[config.mk]
export PLATFORM = sky130hd
export DESIGN_NAME = osc_multi_wave_flat
export DESIGN_NICKNAME = d
export VERILOG_FILES = /design/src/rtl/osc_pkg.sv /design/src/rtl/osc_multi_wave_if.sv /design/src/rtl/osc_wave_shaper.sv /design/src/rtl/osc_multi_wave.sv /design/src/flat_wrapper.sv
export SDC_FILE = /design/constraint.sdc
export NUM_CORES = 1
export LEC_CHECK = 0
export ABC_AREA = 1
export CORE_MARGIN = 4
export CORE_UTILIZATION = 63
export DETAILED_ROUTE_END_ITERATION = 16
export GPL_TIMING_DRIVEN = 0
export PLACE_DENSITY = 0.86
export SLEW_MARGIN = 5
export SYNTH_ARGS = -nofsm -noshare
export SYNTH_HDL_FRONTEND = slang
export SYNTH_HIERARCHICAL = 1
export SYNTH_SLANG_ARGS = --single-unit
[constraint.sdc]
create_clock -name clk_i -period 6.3 [get_ports clk_i]
set_input_delay 0.945 -clock clk_i [delete_from_list [all_inputs] [get_ports clk_i]]
set_output_delay 0.945 -clock clk_i [all_outputs]
set_load 0.01 [all_outputs]
[src/rtl/osc_pkg.sv]
// osc_pkg: shared types and constants for the multi-mode oscillator.
//   osc_mode_e  - waveform select encoding (SAW, TRIANGLE, SQUARE, SILENCE)
//   DUTY_W      - width of the square-wave duty control
//   osc_state_e - top-level sequencing states (RESET -> PRIME -> RUN)
package osc_pkg;

    typedef enum logic [1:0] {
        SAW      = 2'd0,
        TRIANGLE = 2'd1,
        SQUARE   = 2'd2,
        SILENCE  = 2'd3
    } osc_mode_e;

    localparam int DUTY_W = 8;

    typedef enum logic [1:0] {
        ST_RESET = 2'd0,
        ST_PRIME = 2'd1,
        ST_RUN   = 2'd2
    } osc_state_e;

endpackage

[src/rtl/osc_multi_wave_if.sv]
// osc_multi_wave_if: control inputs and valid/ready sample stream of the
// oscillator, bundled so the voice path wires one port.
//   freq_i  - phase increment (tuning word)
//   mode_i  - waveform select (osc_mode_e encoding)
//   duty_i  - square duty, high fraction = duty_i/256
//   sync_i  - hard-sync request
//   ready_i - downstream accepts sample
//   data_o  - signed sample
//   valid_o - data_o valid
// Modports: master = driver of controls / sample consumer, slave = oscillator.
interface osc_multi_wave_if #(
    parameter int width_p       = 12,
    parameter int phase_width_p = 24
);
    import osc_pkg::*;

    logic [phase_width_p-1:0] freq_i;
    logic [1:0]               mode_i;
    logic [DUTY_W-1:0]        duty_i;
    logic                     sync_i;
    logic                     ready_i;
    logic [width_p-1:0]       data_o;
    logic                     valid_o;

    modport master (
        output freq_i, mode_i, duty_i, sync_i, ready_i,
        input  data_o, valid_o
    );

    modport slave (
        input  freq_i, mode_i, duty_i, sync_i, ready_i,
        output data_o, valid_o
    );

endinterface

[src/rtl/osc_wave_shaper.sv]
// osc_wave_shaper: combinational map from accumulator phase to a signed
// sample for the selected waveform.
//   phase_i  - accumulator phase (phase_width_p bits, phase_width_p >= 8)
//   mode_i   - waveform select
//   duty_i   - square duty threshold against the top 8 phase bits
//   sample_o - signed two's complement sample (width_p bits)
module osc_wave_shaper
    import osc_pkg::*;
#(
    parameter int width_p       = 12,
    parameter int phase_width_p = 24
) (
    input  logic [phase_width_p-1:0] phase_i,
    input  osc_mode_e                mode_i,
    input  logic [DUTY_W-1:0]        duty_i,
    output logic [width_p-1:0]       sample_o
);

    localparam logic [width_p-1:0] MAX_POS = {1'b0, {(width_p-1){1'b1}}};
    localparam logic [width_p-1:0] MAX_NEG = ~MAX_POS + width_p'(1);

    logic [width_p-1:0] saw_v;
    logic [width_p-1:0] tri_v;
    logic               unused_phase;

    // Low phase bits only carry fractional precision for the accumulator.
    assign unused_phase = ^phase_i;

    always_comb begin
        // Offset-binary to two's complement is just an MSB flip.
        saw_v          = phase_i[phase_width_p-1 -: width_p];
        saw_v[width_p-1] = ~saw_v[width_p-1];

        // Fold the second half-period back down, giving a symmetric ramp.
        tri_v = phase_i[phase_width_p-2 -: width_p];
        if (phase_i[phase_width_p-1]) begin
            tri_v = ~tri_v;
        end
        tri_v[width_p-1] = ~tri_v[width_p-1];

        case (mode_i)
            SAW:      sample_o = saw_v;
            TRIANGLE: sample_o = tri_v;
            SQUARE:   sample_o = (phase_i[phase_width_p-1 -: DUTY_W] < duty_i) ? MAX_POS : MAX_NEG;
            default:  sample_o = '0;
        endcase
    end

endmodule

[src/rtl/osc_multi_wave.sv]
// osc_multi_wave: runtime-tunable phase-accumulator oscillator producing
// saw / triangle / variable-duty square samples on a valid/ready stream.
// Tuning, mode and duty are only taken at a phase wrap (or sync), so a
// retune never cuts a period short.
//   clk_i   - sample-rate clock
//   reset_i - synchronous active-high reset
//   bus     - osc_multi_wave_if.slave (controls in, samples out)
// Build option: define OSC_HARD_SYNC_EN to honour sync_i (with a pending
// flag that holds a request until the next accepted sample); otherwise
// sync_i is ignored.
module osc_multi_wave
    import osc_pkg::*;
#(
    parameter int width_p       = 12,
    parameter int phase_width_p = 24
) (
    input  logic                 clk_i,
    input  logic                 reset_i,
    osc_multi_wave_if.slave      bus
);

    localparam int P = phase_width_p;

    osc_state_e         state_q, state_d;
    logic [P-1:0]       phase_q, phase_d;
    logic [P-1:0]       inc_q, inc_d;
    osc_mode_e          mode_q, mode_d;
    logic [DUTY_W-1:0]  duty_q, duty_d;
    logic [width_p-1:0] data_q, data_d;
    logic [width_p-1:0] shp_sample;

    logic               hs;
    logic               sync_eff;
    logic               load;
    logic [P:0]         sum;

    assign hs  = (state_q == ST_RUN) && bus.ready_i;
    assign sum = {1'b0, phase_q} + {1'b0, inc_q};

`ifdef OSC_HARD_SYNC_EN
    logic sync_pend_q, sync_pend_d;

    assign sync_eff = bus.sync_i | sync_pend_q;

    // Requests seen while the consumer stalls are held (and merged) until
    // the next accepted sample.
    always_comb begin
        sync_pend_d = 1'b0;
        if (state_q == ST_RUN) begin
            if (hs) begin
                sync_pend_d = 1'b0;
            end else begin
                sync_pend_d = sync_pend_q | bus.sync_i;
            end
        end
    end

    always_ff @(posedge clk_i) begin
        if (reset_i) begin
            sync_pend_q <= 1'b0;
        end else begin
            sync_pend_q <= sync_pend_d;
        end
    end
`else
    logic unused_sync;

    assign sync_eff    = 1'b0;
    assign unused_sync = bus.sync_i;
`endif

    always_comb begin
        state_d = state_q;
        phase_d = phase_q;
        inc_d   = inc_q;
        mode_d  = mode_q;
        duty_d  = duty_q;
        load    = 1'b0;

        case (state_q)
            ST_RESET: state_d = ST_PRIME;
            ST_PRIME: begin
                load    = 1'b1;
                phase_d = '0;
                state_d = ST_RUN;
            end
            ST_RUN: begin
                if (hs) begin
                    // Carry out of the accumulator marks the period boundary;
                    // a sync restarts the period and counts as one.
                    load    = sum[P] | sync_eff;
                    phase_d = sync_eff ? '0 : sum[P-1:0];
                end
            end
            default: state_d = ST_RESET;
        endcase

        if (load) begin
            inc_d  = bus.freq_i;
            mode_d = osc_mode_e'(bus.mode_i);
            duty_d = bus.duty_i;
        end
    end

    // Shaped from the next-state values so the first sample after a reload
    // already uses the new mode and duty.
    osc_wave_shaper #(
        .width_p       (width_p),
        .phase_width_p (phase_width_p)
    ) u_shaper (
        .phase_i  (phase_d),
        .mode_i   (mode_d),
        .duty_i   (duty_d),
        .sample_o (shp_sample)
    );

    assign data_d = ((state_q == ST_PRIME) || hs) ? shp_sample : data_q;

    always_ff @(posedge clk_i) begin
        if (reset_i) begin
            state_q <= ST_RESET;
            phase_q <= '0;
            inc_q   <= '0;
            mode_q  <= SILENCE;
            duty_q  <= '0;
            data_q  <= '0;
        end else begin
            state_q <= state_d;
            phase_q <= phase_d;
            inc_q   <= inc_d;
            mode_q  <= mode_d;
            duty_q  <= duty_d;
            data_q  <= data_d;
        end
    end

    assign bus.data_o  = data_q;
    assign bus.valid_o = (state_q == ST_RUN);

endmodule

[src/flat_wrapper.sv]
// flat-port wrapper written by rule: the top's interface ports become plain ports
module osc_multi_wave_flat import osc_pkg::*;
#(
    parameter int width_p       = 12,
    parameter int phase_width_p = 24
)
  (clk_i, reset_i, bus_freq_i, bus_mode_i, bus_duty_i, bus_sync_i, bus_ready_i, bus_data_o, bus_valid_o);
  osc_multi_wave_if #(.width_p(width_p), .phase_width_p(phase_width_p)) bus_i ();
  input  logic clk_i;
  input  logic reset_i;
  input wire logic [$bits(bus_i.freq_i)-1:0] bus_freq_i;
  input wire logic [$bits(bus_i.mode_i)-1:0] bus_mode_i;
  input wire logic [$bits(bus_i.duty_i)-1:0] bus_duty_i;
  input wire logic [$bits(bus_i.sync_i)-1:0] bus_sync_i;
  input wire logic [$bits(bus_i.ready_i)-1:0] bus_ready_i;
  output wire logic [$bits(bus_i.data_o)-1:0] bus_data_o;
  output wire logic [$bits(bus_i.valid_o)-1:0] bus_valid_o;
  assign bus_i.freq_i = bus_freq_i;
  assign bus_i.mode_i = bus_mode_i;
  assign bus_i.duty_i = bus_duty_i;
  assign bus_i.sync_i = bus_sync_i;
  assign bus_i.ready_i = bus_ready_i;
  assign bus_data_o = bus_i.data_o;
  assign bus_valid_o = bus_i.valid_o;
  osc_multi_wave #(.width_p(width_p), .phase_width_p(phase_width_p)) u_core (.clk_i(clk_i), .reset_i(reset_i), .bus(bus_i));
endmodule
==> results of run 1 <==
where the power goes:
part	switching, mW	leakage [nW]	internal (mW)
clock	0.199	0.125	0.268
combinational	0.460	2.28	0.264
sequential	0.0380	0.583	0.519
total	0.697	2.99	1.05
cell usage in the layout (no fill, tap or decap), types with 2 or more instances in the layout:
master,count
nand2_8,2
nand2_1,287
inv_1,98
clkbuf_8,9
inv_6,3
o21ai_0,37
buf_4,2
nand2_2,5
a21oi_1,42
or2_2,4
nand4_1,5
clkdlybuf4s50_1,49
inv_2,10
nor2_2,7
nand3_1,78
or2_0,4
dfxtp_1,72
nor2_1,100
clkbuf_1,14
a21o_1,2
ha_1,34
a21oi_2,28
bufinv_16,3
nand2_4,12
buf_6,3
nor3_1,2
buf_1,2
or2_1,2
buf_2,6
xor2_1,7
layer usage:
metal	wire length (um)	vias to the layer above	global-route usage [%]
met5	0	-	0
met4	655	0	14.8
met3	1370	68	6.75
met2	7330	280	52.6
met1	6600	2602	39.2
li1	-	2903	-
sequential cells by signal (all words and copies together) (netlist names):
register and count:
u_core/inc_q 24, u_core/phase_q 24, u_core/bus.data_o 12, u_core/duty_q 8
u_core/mode_q 2, u_core/state_q 2
path summary, 6_finish.rpt:
| path | from | to | slack (ns) | cells after the start |
|---|---|---|---|---|
| setup / recovery | bus_ready_i | u_core/bus.data_o[10]$_SDFFE_PP0P_ | 2.35 | 16 |
| hold reg to reg | u_core/mode_q[1]$_SDFF_PP1_ | u_core/mode_q[1]$_SDFF_PP1_ | 0.47 | 2 |
| hold / removal | u_core/mode_q[1]$_SDFF_PP1_ | u_core/mode_q[1]$_SDFF_PP1_ | 0.47 | 2 |
| setup reg to reg | u_core/state_q[1]$_SDFFE_PP0N_ | u_core/bus.data_o[1]$_SDFFE_PP0P_ | 2.66 | 14 |
cell type report:
class | count | area share [%]
timing repair buffer | 49 | 7.67
clock inverter | 7 | 1.96
clock buffer | 9 | 1.94
multi-input combinational | 672 | 54.7
inverter | 109 | 6.40
buffer | 29 | 2.72
tap | 105 | 2.06
sequential | 72 | 22.5
worst max-delay path: stages:
cell and delay, ns:
clkdlybuf4s50_1 0.52, nand2_1 0.22, inv_2 0.20, nor2_2 0.09, nor2_2 0.49, buf_2 0.33, nand3_1 0.14, nand2_1 0.12
inv_1 0.05, ha_1 0.28, nand2_1 0.08, o21a_1 0.23, nand3_2 0.20, nand2_1 0.07, o21ai_0 0.19, nor2_1 0.05
through the flow:
| step | instances | area (sq um) | hold WS (ns) | utilization [%] | setup slack (ns) |
|---|---|---|---|---|---|
| floorplan | 882 | 5520 | 0.424 | - | 3.29 |
| global placement | 1036 | 6140 | 0.434 | 73.3 | 2.19 |
| detailed placement | 1036 | 6140 | 0.455 | 73.3 | 2.10 |
| CTS | 1052 | 6390 | 0.476 | 76.3 | 2.46 |
| global route | 1052 | 6390 | 0.500 | 76.3 | 2.09 |
| finish | 1052 | 6390 | 0.474 | 76.3 | 2.35 |
==> results by group, run 1 <==
Outcome
  – Outcome: complete, no violations

Finish
  – Fillers: approximately 650
  – Antenna diodes: 0
  – Multi-input logic area: roughly 0.0035 sq mm
  – Register area: 0.00144 sq mm
  – Layout cells sized above 1: 11.0%
  – Layout area overhead: 15.8%
  – Nets: between 1000 and 1500

Timing
  – Minimum clock period: a little under 4 ns
  – Worst-margin pin slew: 0.814 ns
  – Max Slew Vio Count: 0
  – # setup viols final: 0
  – Fin. Hold Viols: 0
  – Worst slew margin: 45.7%
  – Worst clock skew: slightly above 0.02 ns
  – Tcrit/Tclk final: 62.7%
  – Setup TNS: 0 ns
  – Unrepaired setup endpoints after global routing: false
  – F_max: about 0.25 GHz

Clock tree
  – Cts hold-fix bufs: 0
  – CTS tree: done
  – Clk sinks: 72
  – CTS buffer count: 9
  – CTS HTree Levels: 3
  – Clk_lat worst skew: 0.37 ns
  – CTS clk-pin slew, worst paths: 0.08 ns
  – Clock root buffer: clkbuf_8
  – Post_cts resized: 0
  – Post-CTS setup buffer count: 0
  – Clock buffer depth: 2

Global route
  – Largest net degree at the start of global routing: 15
  – Total GRT Usage: 31.7%
  – First-pass GRT wire length: 25600 um
  – Congestion Overflow GR: 0
  – Vias in the first global route: 5581
  – Initial antenna violation count: 0

Setup path
  – Critical path class: in2reg
  – Startpoint types: input pin
  – Worst endpoint required time: 6.55 ns
  – CP endpoint kind: flip-flop
  – Critical path arrival: roughly 4.2 ns
  – Worst-path fanout max: 10

Power
  – Worst vdd ir: 0.198 mV
  – Total power: 1.75 mW
  – Pwr Density: 273 mW/mm^2
  – Leak Pwr: 2.99 nW

Synth
  – Gate Count Post-Synth: about 880
  – Ys Warns: 6
  – Post-Syn Nets: about 960
  – Cell Area, Synth: 0.00552 sq mm
  – Synthesized area per cell: 6.26 sq um

Worst hold path
  – HP Class: reg2reg

Placement
  – Post-DP HPWL: between 10000 and 15000 um
  – PortBufs: 49
  – Global placement routability congestion: 0.981

Routing
  – Drt first pass iters: 6
  – Wire per inst: 15.2 um
  – DRC: 0
  – Post-DRT Antenna Nets: 0
  – Vias per Instance: 5.56
  – DR vias: between 5000 and 6000
  – Initial drt markers: 465
  – Post-Route WL: 16000 um

Floorplan
  – Core area: around 0.0084 sq mm
  – Die H: 102 um
  – Total Die Area: 0.0103 sq mm
  – Initial core utilization: 65.9%
  – Chip Width: 102 um
  – # IOs: 51
  – Row count: 33

Run
  – Max-cap check violation count: 0
Note: power is estimated with default switching activity, not from simulation.
==> inputs of run 2 (changes only) <==
--- a/config.mk
+++ b/config.mk
@@ -7,10 +7,10 @@
 export LEC_CHECK = 0
 export ABC_AREA = 1
 export CORE_MARGIN = 4
-export CORE_UTILIZATION = 63
+export CORE_UTILIZATION = 59
 export DETAILED_ROUTE_END_ITERATION = 16
 export GPL_TIMING_DRIVEN = 0
-export PLACE_DENSITY = 0.86
+export PLACE_DENSITY = 0.82
 export SLEW_MARGIN = 5
 export SYNTH_ARGS = -nofsm -noshare
 export SYNTH_HDL_FRONTEND = slang
==> constraint.sdc (replaced) <==
create_clock -name clk_i -period 3.9 [get_ports clk_i]
set_input_delay 0.585 -clock clk_i [delete_from_list [all_inputs] [get_ports clk_i]]
set_output_delay 0.585 -clock clk_i [all_outputs]
set_load 0.01 [all_outputs]
==> run 2 against run 1 <==
Hold slack worse by 0.0016 ns. Count of clock-buffer cells in the layout up 1. Flip-flop and latch count unchanged. Critical endpoint is now u_core/bus.data_o[9]$_SDFFE_PP0P_. Largest power group unchanged.
==> results by group, run 2 (synthesized netlist as in run 1, its figures left out) <==
Power
  – Pwr Density: 426 mW/mm^2 (+56%)
  – Worst vdd ir: 0.257 mV (+30%)
  – Leak Pwr: 2.97 nW (-0.63%)

Timing
  – Setup TNS: 0 ns (unchanged)
  – Minimum clock period: 3.61 ns
  – Max Slew Vio Count: 0 (unchanged)
  – Worst clock skew: 0.0110 ns (-0.00971 ns)
  – Worst-margin pin slew: 0.807 ns (-0.00656 ns)
  – # setup viols final: 0 (unchanged)
  – Setup slack after layout: 0.286 ns (-2.06 ns)
  – Unrepaired setup endpoints after global routing: false
  – Tcrit/Tclk final: around 93%
  – Fin. Hold Viols: 0 (unchanged)
  – Worst slew margin: 46.2% (+0.44 points)
  – F_max: 0.277 GHz

Floorplan
  – Die H: 105 um (+3.1%)
  – Row count: 35 (+6.1%)
  – Core area: 0.00920 sq mm (+9.7%)
  – # IOs: 51 (unchanged)
  – Initial core utilization: 60.0% (-5.8 points)
  – Chip Width: 105 um (+3.1%)
  – Total Die Area: 0.0110 sq mm (+6.2%)

Placement
  – Post-DP HPWL: 11300 um (-8.3%)
  – Global placement routability congestion: 0.958 (-2.3%)
  – PortBufs: 49 (unchanged)
  – Worst slack at placement: 0.0855 ns (-2.01 ns)

Finish
  – Final core utilization: 69.2% (-7.1 points)
  – Commonest non-fill, non-tap cell in the layout: nand2_1
  – Fillers: 880 (+35%)
  – Layout cells sized above 1: 10.9% (-0.094 points)
  – Layout area overhead: 15.3%
  – Nets: 1014 (-0.099%)
  – Commonest non-fill, non-tap cells in the layout: nand2_1 (287), nor2_1 (100), inv_1 (98), nand3_1 (78), dfxtp_1 (72)
  – Antenna diodes: 0 (unchanged)

Setup path
  – Worst endpoint required time: 4.19 ns (-2.36 ns)
  – Startpoint types: flip-flop
  – CP endpoint kind: flip-flop
  – CP max stage cell: clkbuf_1
  – Critical path class: reg2reg
  – Cell mode on critical path: nand2_1
  – Critical Path, Cell by Cell: inv_1 -> ha_1 -> inv_1 -> clkbuf_1 -> clkbuf_1 -> nand2_1 -> nand2_1 -> ha_1 -> a21oi_1 -> o21a_1 -> nand3_2 -> nand2_1 -> o21ai_0 -> nor2_1
  – Critical path arrival: 3.91 ns (-0.29 ns)
  – Critical Path Max Stage Delay: 0.54 ns (+0.02 ns)
  – Worst-path fanout max: 10 (unchanged)

Routing
  – Initial drt markers: 382 (-18%)
  – Vias per Instance: 5.29 (-4.9%)
  – DR vias: 5594 (-4.4%)
  – Post-Route WL: 14600 um (-8.6%)
  – Wire per inst: 13.8 um (-9.0%)
  – Drt first pass iters: 5 (-1)
  – Post-DRT Antenna Nets: 0 (unchanged)
  – DRC: 0 (unchanged)

Clock tree
  – Clk_lat worst skew: 0.35 ns (-0.02 ns)
  – CTS clk-pin slew, worst paths: 0.09 ns (about the same)
  – Clock root buffer: clkbuf_8
  – CTS HTree Levels: 3 (unchanged)
  – Cts hold-fix bufs: 0 (unchanged)
  – CTS tree: done
  – Clk sinks: 72 (unchanged)
  – CTS buffer count: 9 (unchanged)
  – Clock buffer depth: 2 (unchanged)

Global route
  – Initial antenna violation count: 0 (unchanged)
  – Largest net degree at the start of global routing: 14 (-1)
  – First-pass GRT wire length: 24100 um (-6.1%)
  – Congestion Overflow GR: 0 (unchanged)
  – Total GRT Usage: 26.8% (-4.9 points)
  – Vias in the first global route: 5041 (-9.7%)

Outcome
  – Outcome: complete, no violations

Run
  – Max-cap check violation count: 0 (unchanged)

Worst hold path
  – HP Class: reg2reg
run 2: cell count changes in the layout (fill, tap and decap cells not counted), sizes merged:
cell / previous run / this run
inv: 111 / 110
bufinv: 3 / 2
clkinvlp: 0 / 1
run 2: critical path, delay by kind of cell (launching register included):
kind,cells,cell delay (ns)
buffers and inverters,4,1.27
and+or+nand+nor,5,0.80
adders and majority gates,2,0.69
AOI/OAI and AO/OA,3,0.44
DFF,1,0.35
run 2: routing by layer:
metal / GRT usage, % / routed length [um]
met1: 37.5 / 6710
met2: 42.3 / 6500
met5: 0 / 0
met4: 8.25 / 383
met3: 4.57 / 999
run 2: through the flow:
step / hold WS, ns / instance area [sq um] / std cells / power (mW)
2_1_floorplan: 0.424 / 5520 / 882 / 1.66
3_3_place_gp: 0.436 / 6150 / 1042 / 2.02
3_5_place_dp: 0.447 / 6150 / 1042 / 2.04
4_1_cts: 0.474 / 6370 / 1058 / 2.72
5_1_grt: 0.489 / 6360 / 1057 / 2.88
6_report: 0.473 / 6360 / 1057 / 2.71
run 2: what timing repair did:
| item | CTS | global route |
|---|---|---|
| setup buffers | 0 | 0 |
| gates resized for setup | 0 | 0 |
| endpoints found under the setup margin | 0 | 1 |
run 2: final cells by class:
class | count | area [sq um] | area share (%)
clock buffer | 10 | 128 | 2.01
timing repair buffer | 49 | 490 | 7.71
buffer | 28 | 170 | 2.67
clock inverter | 6 | 90.1 | 1.42
sequential | 72 | 1440 | 22.6
inverter | 109 | 409 | 6.43
tap | 111 | 139 | 2.18
multi-input combinational | 672 | 3500 | 54.9
run 2: power by group:
part | switching (mW) | total, mW | internal [mW]
Clock | 0.313 | 0.677 | 0.364
Sequential | 0.0577 | 0.895 | 0.837
Combinational | 0.715 | 1.14 | 0.425
Total | 1.09 | 2.71 | 1.63
run 2: path summary, 6_finish.rpt:
path / end / from / slack [ns] / cells after the start
min: u_core/duty_q[1]$_SDFF_PP0_ / u_core/duty_q[1]$_SDFF_PP0_ / 0.47 / 2
min reg2reg: u_core/duty_q[1]$_SDFF_PP0_ / u_core/duty_q[1]$_SDFF_PP0_ / 0.47 / 2
max reg2reg: u_core/bus.data_o[9]$_SDFFE_PP0P_ / u_core/state_q[0]$_SDFFE_PP0N_ / 0.29 / 14
max: u_core/bus.data_o[9]$_SDFFE_PP0P_ / u_core/state_q[0]$_SDFFE_PP0N_ / 0.29 / 14
